### config.mk
export PLATFORM = sky130hd
export DESIGN_NAME = pipe_ctrl_unit_flat
export DESIGN_NICKNAME = d
export VERILOG_FILES = /design/src/rtl/pipe_ctrl_unit_if.sv /design/src/rtl/pipe_ctrl_unit.sv /design/src/flat_wrapper.sv
export SDC_FILE = /design/constraint.sdc
export NUM_CORES = 1
export LEC_CHECK = 0
export ABC_AREA = 1
export CAP_MARGIN = 10
export CORE_MARGIN = 2
export CORE_UTILIZATION = 42
export DETAILED_ROUTE_END_ITERATION = 10
export GPL_ROUTABILITY_DRIVEN = 1
export GPL_TIMING_DRIVEN = 0
export PLACE_DENSITY = 0.78
export RECOVER_POWER = 25
export SYNTH_ARGS = -nofsm -noshare
export SYNTH_HDL_FRONTEND = slang
export SYNTH_SLANG_ARGS = --single-unit
### constraint.sdc
create_clock -name clk -period 4.2 [get_ports clk]
set_input_delay 0.84 -clock clk [delete_from_list [all_inputs] [get_ports clk]]
set_output_delay 0.84 -clock clk [all_outputs]
set_load 0.03 [all_outputs]
### src/rtl/pipe_ctrl_unit_if.sv
// rtl/pipe_ctrl_unit_if.sv - ID inputs and per-stage control outputs of the pipeline control unit

interface pipe_ctrl_unit_if #(
    parameter int RA_W = 5
);
    logic [31:0]     id_instr;
    logic            id_valid;
    logic            flush_id;
    logic            stall_out;
    logic [19:0]     ex_cw;
    logic [19:0]     mem_cw;
    logic [19:0]     wb_cw;
    logic [RA_W-1:0] ex_dst;
    logic [RA_W-1:0] mem_dst;
    logic [RA_W-1:0] wb_dst;
    logic [3:0]      ex_exc;
    logic            mdu_busy;

    modport master (
        output id_instr, id_valid, flush_id,
        input  stall_out, ex_cw, mem_cw, wb_cw, ex_dst, mem_dst, wb_dst, ex_exc, mdu_busy
    );

    modport slave (
        input  id_instr, id_valid, flush_id,
        output stall_out, ex_cw, mem_cw, wb_cw, ex_dst, mem_dst, wb_dst, ex_exc, mdu_busy
    );
endinterface

### src/rtl/pipe_ctrl_unit.sv
// rtl/pipe_ctrl_unit.sv - MIPS ID decode, EX/MEM/WB control pipeline, load-use and MDU stalls

module pipe_ctrl_unit #(
    parameter int RA_W           = 5,
    parameter int MULT_CYCLES    = 4,
    parameter int DIV_CYCLES     = 32,
    parameter int LOAD_USE_STALL = 1
) (
    input  logic                 clk,
    input  logic                 reset,
    pipe_ctrl_unit_if.slave      bus
);
    localparam int MAX_CYC = (DIV_CYCLES > MULT_CYCLES) ? DIV_CYCLES : MULT_CYCLES;
    localparam int CNT_W   = $clog2(MAX_CYC + 1);

    localparam logic [3:0] ALU_ADD = 4'd0,  ALU_SUB = 4'd1,  ALU_AND = 4'd2,  ALU_OR  = 4'd3;
    localparam logic [3:0] ALU_XOR = 4'd4,  ALU_NOR = 4'd5,  ALU_SLT = 4'd6,  ALU_SLTU = 4'd7;
    localparam logic [3:0] ALU_SLL = 4'd8,  ALU_SRL = 4'd9,  ALU_SRA = 4'd10, ALU_LUI = 4'd11;

    logic [5:0]      op, funct;
    logic [RA_W-1:0] rs, rt, rd;

    assign op    = bus.id_instr[31:26];
    assign funct = bus.id_instr[5:0];
    assign rs    = RA_W'(bus.id_instr[25:21]);
    assign rt    = RA_W'(bus.id_instr[20:16]);
    assign rd    = RA_W'(bus.id_instr[15:11]);

    logic [3:0]      alu_op, br;
    logic            alu_src, shamt_src, ext_sign, jmp, jr, mem_wr;
    logic [1:0]      ls;
    logic            ld_uns, mem2reg, reg_wr, mdu_op;
    logic            rs_used, rt_used, mdu_touch, mdu_start, mdu_div, ri;
    logic [3:0]      dec_exc;
    logic [RA_W-1:0] wr_dst, dec_dst;
    logic [19:0]     dec_cw;

    always_comb begin
        alu_op = ALU_ADD; br = 4'd0; alu_src = 1'b0; shamt_src = 1'b0; ext_sign = 1'b0;
        jmp = 1'b0; jr = 1'b0; mem_wr = 1'b0; ls = 2'd0; ld_uns = 1'b0; mem2reg = 1'b0;
        reg_wr = 1'b0; mdu_op = 1'b0; rs_used = 1'b1; rt_used = 1'b0; mdu_touch = 1'b0;
        mdu_start = 1'b0; mdu_div = 1'b0; ri = 1'b0; dec_exc = 4'd0; wr_dst = '0;
        case (op)
            6'h00: begin
                rt_used = 1'b1;
                wr_dst  = rd;
                case (funct)
                    6'h00: begin alu_op = ALU_SLL; shamt_src = 1'b1; reg_wr = 1'b1; rs_used = 1'b0; end
                    6'h02: begin alu_op = ALU_SRL; shamt_src = 1'b1; reg_wr = 1'b1; rs_used = 1'b0; end
                    6'h03: begin alu_op = ALU_SRA; shamt_src = 1'b1; reg_wr = 1'b1; rs_used = 1'b0; end
                    6'h04: begin alu_op = ALU_SLL; reg_wr = 1'b1; end
                    6'h06: begin alu_op = ALU_SRL; reg_wr = 1'b1; end
                    6'h07: begin alu_op = ALU_SRA; reg_wr = 1'b1; end
                    6'h08: jr = 1'b1;
                    6'h09: begin jr = 1'b1; reg_wr = 1'b1; end
                    6'h0C: dec_exc = 4'd8;
                    6'h0D: dec_exc = 4'd9;
                    6'h10, 6'h12: begin mdu_op = 1'b1; mdu_touch = 1'b1; reg_wr = 1'b1; end
                    6'h11, 6'h13: begin mdu_op = 1'b1; mdu_touch = 1'b1; end
                    6'h18, 6'h19: begin mdu_op = 1'b1; mdu_touch = 1'b1; mdu_start = 1'b1; end
                    6'h1A, 6'h1B: begin
                        mdu_op = 1'b1; mdu_touch = 1'b1; mdu_start = 1'b1; mdu_div = 1'b1;
                    end
                    6'h20, 6'h21: begin alu_op = ALU_ADD;  reg_wr = 1'b1; end
                    6'h22, 6'h23: begin alu_op = ALU_SUB;  reg_wr = 1'b1; end
                    6'h24:        begin alu_op = ALU_AND;  reg_wr = 1'b1; end
                    6'h25:        begin alu_op = ALU_OR;   reg_wr = 1'b1; end
                    6'h26:        begin alu_op = ALU_XOR;  reg_wr = 1'b1; end
                    6'h27:        begin alu_op = ALU_NOR;  reg_wr = 1'b1; end
                    6'h2A:        begin alu_op = ALU_SLT;  reg_wr = 1'b1; end
                    6'h2B:        begin alu_op = ALU_SLTU; reg_wr = 1'b1; end
                    default:      ri = 1'b1;
                endcase
            end
            6'h01: begin
                wr_dst = RA_W'(31);
                case (bus.id_instr[20:16])
                    5'b00000: br = 4'b1101;
                    5'b00001: br = 4'b1010;
                    5'b10000: begin br = 4'b1111; reg_wr = 1'b1; end
                    5'b10001: begin br = 4'b1110; reg_wr = 1'b1; end
                    default:  ri = 1'b1;
                endcase
            end
            6'h02: begin jmp = 1'b1; rs_used = 1'b0; end
            6'h03: begin jmp = 1'b1; rs_used = 1'b0; reg_wr = 1'b1; wr_dst = RA_W'(31); end
            6'h04: begin br = 4'b1000; alu_op = ALU_SUB; rt_used = 1'b1; end
            6'h05: begin br = 4'b1001; alu_op = ALU_SUB; rt_used = 1'b1; end
            6'h06: br = 4'b1100;
            6'h07: br = 4'b1011;
            6'h08, 6'h09: begin alu_op = ALU_ADD;  alu_src = 1'b1; ext_sign = 1'b1; reg_wr = 1'b1; wr_dst = rt; end
            6'h0A:        begin alu_op = ALU_SLT;  alu_src = 1'b1; ext_sign = 1'b1; reg_wr = 1'b1; wr_dst = rt; end
            6'h0B:        begin alu_op = ALU_SLTU; alu_src = 1'b1; ext_sign = 1'b1; reg_wr = 1'b1; wr_dst = rt; end
            6'h0C:        begin alu_op = ALU_AND;  alu_src = 1'b1; reg_wr = 1'b1; wr_dst = rt; end
            6'h0D:        begin alu_op = ALU_OR;   alu_src = 1'b1; reg_wr = 1'b1; wr_dst = rt; end
            6'h0E:        begin alu_op = ALU_XOR;  alu_src = 1'b1; reg_wr = 1'b1; wr_dst = rt; end
            6'h0F:        begin alu_op = ALU_LUI;  alu_src = 1'b1; reg_wr = 1'b1; wr_dst = rt; rs_used = 1'b0; end
            6'h20, 6'h21, 6'h23, 6'h24, 6'h25: begin
                alu_src = 1'b1; ext_sign = 1'b1; mem2reg = 1'b1; reg_wr = 1'b1; wr_dst = rt;
                ld_uns  = (op == 6'h24) || (op == 6'h25);
                ls      = (op == 6'h23) ? 2'd1 : ((op == 6'h21 || op == 6'h25) ? 2'd2 : 2'd3);
            end
            6'h28, 6'h29, 6'h2B: begin
                alu_src = 1'b1; ext_sign = 1'b1; mem_wr = 1'b1; rt_used = 1'b1;
                ls      = (op == 6'h2B) ? 2'd1 : ((op == 6'h29) ? 2'd2 : 2'd3);
            end
            default: ri = 1'b1;
        endcase

        // A destination of $0 means the write is discarded, so drop RegWrite too.
        if (wr_dst == '0) reg_wr = 1'b0;
        dec_dst = reg_wr ? wr_dst : '0;
        dec_cw  = {mdu_op, reg_wr, mem2reg, ld_uns, ls, mem_wr, jr, jmp, br,
                   ext_sign, shamt_src, alu_src, alu_op};

        if (ri) begin
            dec_cw = '0; dec_dst = '0; dec_exc = 4'd10;
            rs_used = 1'b0; rt_used = 1'b0; mdu_touch = 1'b0; mdu_start = 1'b0; mdu_div = 1'b0;
        end
    end

    logic [19:0]      ex_cw_q, mem_cw_q, wb_cw_q, ex_cw_d;
    logic [RA_W-1:0]  ex_dst_q, mem_dst_q, wb_dst_q, ex_dst_d;
    logic [3:0]       ex_exc_q, ex_exc_d;
    logic [CNT_W-1:0] cnt_q, cnt_d;
    logic             load_use, mdu_hz, stall, advance;

    assign load_use = (LOAD_USE_STALL != 0) && ex_cw_q[17] && (ex_dst_q != '0) &&
                      ((rs_used && rs == ex_dst_q) || (rt_used && rt == ex_dst_q));
    assign mdu_hz   = (cnt_q != '0) && mdu_touch;
    assign stall    = ~reset & bus.id_valid & (load_use | mdu_hz) & ~bus.flush_id;
    assign advance  = bus.id_valid & ~stall & ~bus.flush_id;

    always_comb begin
        ex_cw_d  = advance ? dec_cw  : '0;
        ex_dst_d = advance ? dec_dst : '0;
        ex_exc_d = advance ? dec_exc : 4'd0;
        cnt_d    = cnt_q;
        if (advance && mdu_start)
            cnt_d = mdu_div ? CNT_W'(DIV_CYCLES - 1) : CNT_W'(MULT_CYCLES - 1);
        else if (cnt_q != '0)
            cnt_d = cnt_q - 1'b1;
    end

    always_ff @(posedge clk or posedge reset) begin
        if (reset) begin
            ex_cw_q  <= '0; mem_cw_q  <= '0; wb_cw_q  <= '0;
            ex_dst_q <= '0; mem_dst_q <= '0; wb_dst_q <= '0;
            ex_exc_q <= '0; cnt_q     <= '0;
        end else begin
            ex_cw_q   <= ex_cw_d;
            ex_dst_q  <= ex_dst_d;
            ex_exc_q  <= ex_exc_d;
            mem_cw_q  <= ex_cw_q;
            mem_dst_q <= ex_dst_q;
            wb_cw_q   <= mem_cw_q;
            wb_dst_q  <= mem_dst_q;
            cnt_q     <= cnt_d;
        end
    end

    assign bus.stall_out = stall;
    assign bus.ex_cw     = ex_cw_q;
    assign bus.mem_cw    = mem_cw_q;
    assign bus.wb_cw     = wb_cw_q;
    assign bus.ex_dst    = ex_dst_q;
    assign bus.mem_dst   = mem_dst_q;
    assign bus.wb_dst    = wb_dst_q;
    assign bus.ex_exc    = ex_exc_q;
    assign bus.mdu_busy  = (cnt_q != '0);
endmodule

### src/flat_wrapper.sv
// flat-port wrapper written by rule: the top's interface ports become plain ports
module pipe_ctrl_unit_flat 
#(
    parameter int RA_W           = 5,
    parameter int MULT_CYCLES    = 4,
    parameter int DIV_CYCLES     = 32,
    parameter int LOAD_USE_STALL = 1
)
  (clk, reset, bus_id_instr, bus_id_valid, bus_flush_id, bus_stall_out, bus_ex_cw, bus_mem_cw, bus_wb_cw, bus_ex_dst, bus_mem_dst, bus_wb_dst, bus_ex_exc, bus_mdu_busy);
  pipe_ctrl_unit_if #(.RA_W(RA_W)) bus_i ();
  input  logic clk;
  input  logic reset;
  input wire logic [$bits(bus_i.id_instr)-1:0] bus_id_instr;
  input wire logic [$bits(bus_i.id_valid)-1:0] bus_id_valid;
  input wire logic [$bits(bus_i.flush_id)-1:0] bus_flush_id;
  output wire logic [$bits(bus_i.stall_out)-1:0] bus_stall_out;
  output wire logic [$bits(bus_i.ex_cw)-1:0] bus_ex_cw;
  output wire logic [$bits(bus_i.mem_cw)-1:0] bus_mem_cw;
  output wire logic [$bits(bus_i.wb_cw)-1:0] bus_wb_cw;
  output wire logic [$bits(bus_i.ex_dst)-1:0] bus_ex_dst;
  output wire logic [$bits(bus_i.mem_dst)-1:0] bus_mem_dst;
  output wire logic [$bits(bus_i.wb_dst)-1:0] bus_wb_dst;
  output wire logic [$bits(bus_i.ex_exc)-1:0] bus_ex_exc;
  output wire logic [$bits(bus_i.mdu_busy)-1:0] bus_mdu_busy;
  assign bus_i.id_instr = bus_id_instr;
  assign bus_i.id_valid = bus_id_valid;
  assign bus_i.flush_id = bus_flush_id;
  assign bus_stall_out = bus_i.stall_out;
  assign bus_ex_cw = bus_i.ex_cw;
  assign bus_mem_cw = bus_i.mem_cw;
  assign bus_wb_cw = bus_i.wb_cw;
  assign bus_ex_dst = bus_i.ex_dst;
  assign bus_mem_dst = bus_i.mem_dst;
  assign bus_wb_dst = bus_i.wb_dst;
  assign bus_ex_exc = bus_i.ex_exc;
  assign bus_mdu_busy = bus_i.mdu_busy;
  pipe_ctrl_unit #(.RA_W(RA_W), .MULT_CYCLES(MULT_CYCLES), .DIV_CYCLES(DIV_CYCLES), .LOAD_USE_STALL(LOAD_USE_STALL)) u_core (.clk(clk), .reset(reset), .bus(bus_i));
endmodule
Word-level counts from Yosys, hierarchy flattened
Cells that the tools add are included.

Add/sub/neg operators: 1. Multiplexer cells: 53. Eq/ne operators: 55. Bitwise operators: 9. Reductions and logical operators: 41.

Operators with widths (number): $eq 6x6->1 const B (18); $eq 6x4->1 const B (12); $eq 6x5->1 const B (8); $eq 6x3->1 const B (7); $mux 20 (2); $pmux 4 s10 (1); $pmux 4 s8 (1); $mux 1 (30); $reduce_or 28->1 (1); $eq 6x2->1 const B (4); $reduce_or 22->1 (1); $mux 5 (4); $pmux 4 s5 (1); $reduce_or 2->1 (10); $reduce_or 19->1 (1); $pmux 4 s4 (1); $reduce_or 16->1 (1); $pmux 5 s3 (1); $reduce_or 14->1 (1); $reduce_or 13->1 (1); $logic_not 6->1 (2); $mux 4 (3); $mux 6 (2); $reduce_or 12->1 (1); other kinds (24) (45).

Bits in registers: 85. Output and inout port bits: 81.

Logic depth before layout (Yosys ltp)
Depth after elaboration: 16. Mapped depth: 17.

Worst setup path before layout
OpenSTA, ideal clock, no wires.

Path kind: in2out. Start point: input port reset. End point: output port bus_stall_out. Stages on the path: 5. Slack: 0.066 ns. Arrival time: 3.294 ns. Required time: 3.360 ns. Path through: inv_1 > nand2_1 > nor2_2 > nand2_4 > inv_1.

Longest elaborated chain between the ends: 4.

Ends and longest elaborated chain: start, declared (line flat_wrapper.sv:12) `input logic reset;`; $not 1->1 (line pipe_ctrl_unit.sv:131) `assign stall = ~reset & bus.id_valid & (load_use | mdu_hz) & ~bus.flush_id;`; $and 1x1->1 (3 in a row) (line pipe_ctrl_unit.sv:131); end, declared (line flat_wrapper.sv:16) `output wire logic [$bits(bus_i.stall_out)-1:0] bus_stall_out;`.

No other way between the ends.

Final worst setup path
Start point: input port bus_id_instr[29]. End point: output port bus_stall_out.

Longest elaborated chain between the ends: 10.

Ends and longest elaborated chain: start, declared (line flat_wrapper.sv:13) `input wire logic [$bits(bus_i.id_instr)-1:0] bus_id_instr;`; $eq 6x2->1, or another cell as far along (line pipe_ctrl_unit.sv:43) `case (op)`; $reduce_or 22->1 (no line), or another cell as far along; $pmux 1 s3, or another cell as far along (line pipe_ctrl_unit.sv:43); $mux 1 (line pipe_ctrl_unit.sv:116) `if (ri) begin`; $logic_and 1x1->1 (line pipe_ctrl_unit.sv:129) `((rs_used && rs == ex_dst_q) || (rt_used && rt == ex_dst_q));`; $logic_or 1x1->1 (line pipe_ctrl_unit.sv:129); $logic_and 1x1->1 (line pipe_ctrl_unit.sv:128) `assign load_use = (LOAD_USE_STALL != 0) && ex_cw_q[17] && (ex_dst_q != '0) &&`; $or 1x1->1 * (line pipe_ctrl_unit.sv:131); $and 1x1->1 * (2 in a row) (line pipe_ctrl_unit.sv:131).

Every way passes the cells marked *; elsewhere a longest branch is shown, timed or not.

==> results.tsv <==
stage	metric	value	unit
route	first drt pass iteration count	4	
floorplan	die area	0.00947	mm²
cells_and_area	Ant. Diodes	0	
route	total wire length	9.01	mm
clocking	Reg clk slew, reported paths	0.08	ns
setup_path	critical path class	input pin to output port	
cells_and_area	multi-input combinational cell area	0.00133	mm²
sta	final critical-path required period	3.73	ns
sta	unrepaired setup endpoints after global routing	no	
hold_path	Hold WC Path Type	flip-flop to flip-flop	
setup_path	CP Max Fanout	5	
placement	Place WS	-0.0452	ns
sta	clk_skew	0.0143	ns
synthesis	syn_nets	450	
sta	achievable frequency	268	MHz
route	ANT nets after route	0	
run	maxcap violations	0	
synthesis	ys flop type	dfrtp_1	
floorplan	Cell Rows	34	
clocking	TritonCTS clock tree	yes	
placement	placer congestion estimate	0.929	
route	# DRC	0	
synthesis	top cells by area, synth	dfrtp_1, nand2_1, nor2_1	
clocking	deepest clock path buffer count	2	
hold_path	Hold Path End	u_core.bus.mem_cw[7]$_DFF_PP0_	
synthesis	post-synthesis cell type count	34	
setup_path	CP required	3.36	ns
clocking	H-tree levels	3	
synthesis	top cell type by total area after synthesis	dfrtp_1	
hold_path	min-delay src	u_core.bus.ex_cw[7]$_DFF_PP0_	
sta	hold slack final	0.371	ns
cells_and_area	post-route design area	0.00513	mm²
grt	vias in the first global route	3183	
synthesis	syn_area_per_cell	8.86	µm²
synthesis	Yosys Warn Count	0	
setup_path	reg2reg path depth	13	
setup_path	R2R Path Start	u_core.cnt_q[0]$_DFFE_PP0P_	
synthesis	Mapped Cells	413	
placement	placed wire-length estimate	7.06	mm
setup_path	Worst R2R End	u_core.bus.ex_cw[6]$_DFF_PP0_	
setup_path	Worst EP arrival	2.89	ns
sta	Tcrit/Tclk final	0.889	
sta	Hold Vio Cnt, Final	0	
cells_and_area	sequential cell area	0.00210	mm²
setup_path	worst path cell trace	clkdlybuf4s50_1, inv_2, nand2_2, nor2_2, nand2_1, nand2_1, inv_1, nand2_1, nand2_1, nand2_1, nand2_1, nand2_1, nand2_4, inv_1, dlymetal6s2s_1	
synthesis	EDFF count, synth	0	
floorplan	Die Wd	97.3	µm
clocking	clk sink count	84	
grt	initial antenna violation count	0	
floorplan	Initial Utilization	0.426	
clocking	root buffer cell	clkbuf_8	
sta	final-report max-slew violation count	0	
synthesis	Synth async-reset ratio	1.00	
route	DR iter-0 viols	153	
power_and_ir_drop	Peak VDD IR	0.204	mV
cells_and_area	final net count	573	
status	status	finished, final reports clean	
grt	first-pass GRT wire length	15.2	mm
setup_path	crit-path max cell delay	0.53	ns
route	Vias	3100	
grt	total global-route track usage	0.202	
sta	Final Setup Violations	0	
route	wire length per cell	13.9	µm
placement	Area after DPL	0.00492	mm²
setup_path	CP endpoint kind	output port	
sta	slack of the critical path	0.466	ns
power_and_ir_drop	Leak	2.58	nW
synthesis	top cell type's share of synthesized area	0.575	
synthesis	Synth Register Bits	84	
synthesis	mapped cell area	0.00366	mm²
hold_path	worst hold path depth	0	
cells_and_area	share of layout cells above drive strength 1	0.0887	
power_and_ir_drop	PwrDens	340	mW/mm²
floorplan	I/O pins	117	
setup_path	CP Launch Type	input pin	
setup_path	crit-path most repeated cell	nand2_1	
clocking	hold_buf cts	0	
clocking	clk_lat worst skew	0.35	ns
cells_and_area	area delta synth->final	40.4	%
floorplan	core footprint	0.00859	mm²
cells_and_area	fillcell total	759	
grt	GRT overflow	0	
grt	largest net degree at the start of global routing	68	
placement	port bufs	110	
synthesis	most common cell in the netlist	nand2_1	
synthesis	top cells by count, synth	nand2_1, dfrtp_1, nor2_1, inv_1, nand3_1	
floorplan	Die Y-Extent	97.3	µm
synthesis	register area share after synthesis	0.575	
clocking	Num CTS Buffers	9	
setup_path	Critical-path top delay cell	clkdlybuf4s50_1	
setup_path	r2r setup slk	2.22	ns
route	vias per cell	4.78	
-- where the power goes --
part | switching [mW] | leakage [nW] | internal [mW]
sequential | 0.0269 | 1.16 | 0.848
combinational | 0.190 | 1.33 | 0.132
clock | 0.274 | 0.0862 | 0.277
-- worst max-delay path by stage --
stage / from / endpoint / slack, ns / cells past startpoint
6_report: bus_id_instr[29] / bus_stall_out / 0.47 / 15
5_1_grt: bus_id_instr[29] / bus_stall_out / 0.31 / 15
4_1_cts: bus_id_instr[28] / bus_stall_out / 0.01 / 14
3_5_place_dp: bus_id_instr[27] / bus_stall_out / -0.05 / 13
3_3_place_gp: reset / bus_stall_out / -1.41 / 7
2_1_floorplan: reset / bus_stall_out / 0.07 / 5
-- sequential cells by signal, indices dropped and copies added (netlist names) --
| signal | flops |
|---|---|
| u_core.bus.wb_dst | 5 |
| u_core.bus.mem_dst | 5 |
| u_core.bus.ex_cw | 20 |
| u_core.bus.mem_cw | 20 |
| u_core.cnt_q | 6 |
| u_core.bus.ex_dst | 5 |
| u_core.bus.ex_exc | 3 |
| u_core.bus.wb_cw | 20 |
-- cell usage in the layout, fill, tap and decap left out, types with 5 or more instances in the layout --
master and count:
clkbuf_8 9, nand2_1 92, inv_1 46, dfrtp_1 84
nor2_2 5, a21oi_1 13, nand3_1 27, clkdlybuf4s50_1 105
xor2_1 6, inv_2 5, o21ai_0 8, nor2_1 79
-- per-layer routing --
metal,global-route usage,part of all wire
met5,0,0
met4,0.0865,0.020
met3,0.0388,0.059
met2,0.338,0.49
met1,0.258,0.43
-- worst max-delay path, delay by kind of cell --
family | cells | cell delay, ns
and+or+nand+nor | 10 | 1.01
buffers and inverters | 5 | 1.06
-- logic make-up after synthesis --
kind of cell	after synthesis	share of synthesized area
adders and majority gates	1	0.00342
xor gates and xnor gates	10	0.0239
DFF	84	0.575
AOI/OAI and AO/OA	30	0.0503
buffers and inverters	58	0.0643
other	1	0.00103
and+or+nand+nor	229	0.282
-- area by class of cell --
type,instances,area share
repair buffers,112,0.222
well taps,108,0.0263
plain buffers,5,0.00707
flip-flops and latches,84,0.409
multi-input cells,271,0.259
inverters,53,0.0392
clock inverters,5,0.0119
clock buffers,11,0.0256
-- metrics by stage --
stage               instances  total power [mW]  utilization  TNS, ns
finish                    649              1.75        0.598        0
global route              649              1.86        0.598        0
CTS                       648              1.77        0.596        0
detailed placement        632              1.21        0.573  -0.0452
global placement          631              1.20        0.570   -10.85
floorplan                 413              1.11            -        0
-- what timing repair did --
action / 4_1_cts / 5_1_grt
gates cloned: 0 / 0
resized for setup: 3 / 3
hold endpoints to repair: 0 / 0
pin swaps: 0 / 1
buffers inserted: 0 / 1
endpoints found under the setup margin: 1 / 1
No activity file was read; power rests on OpenSTA's default activity.
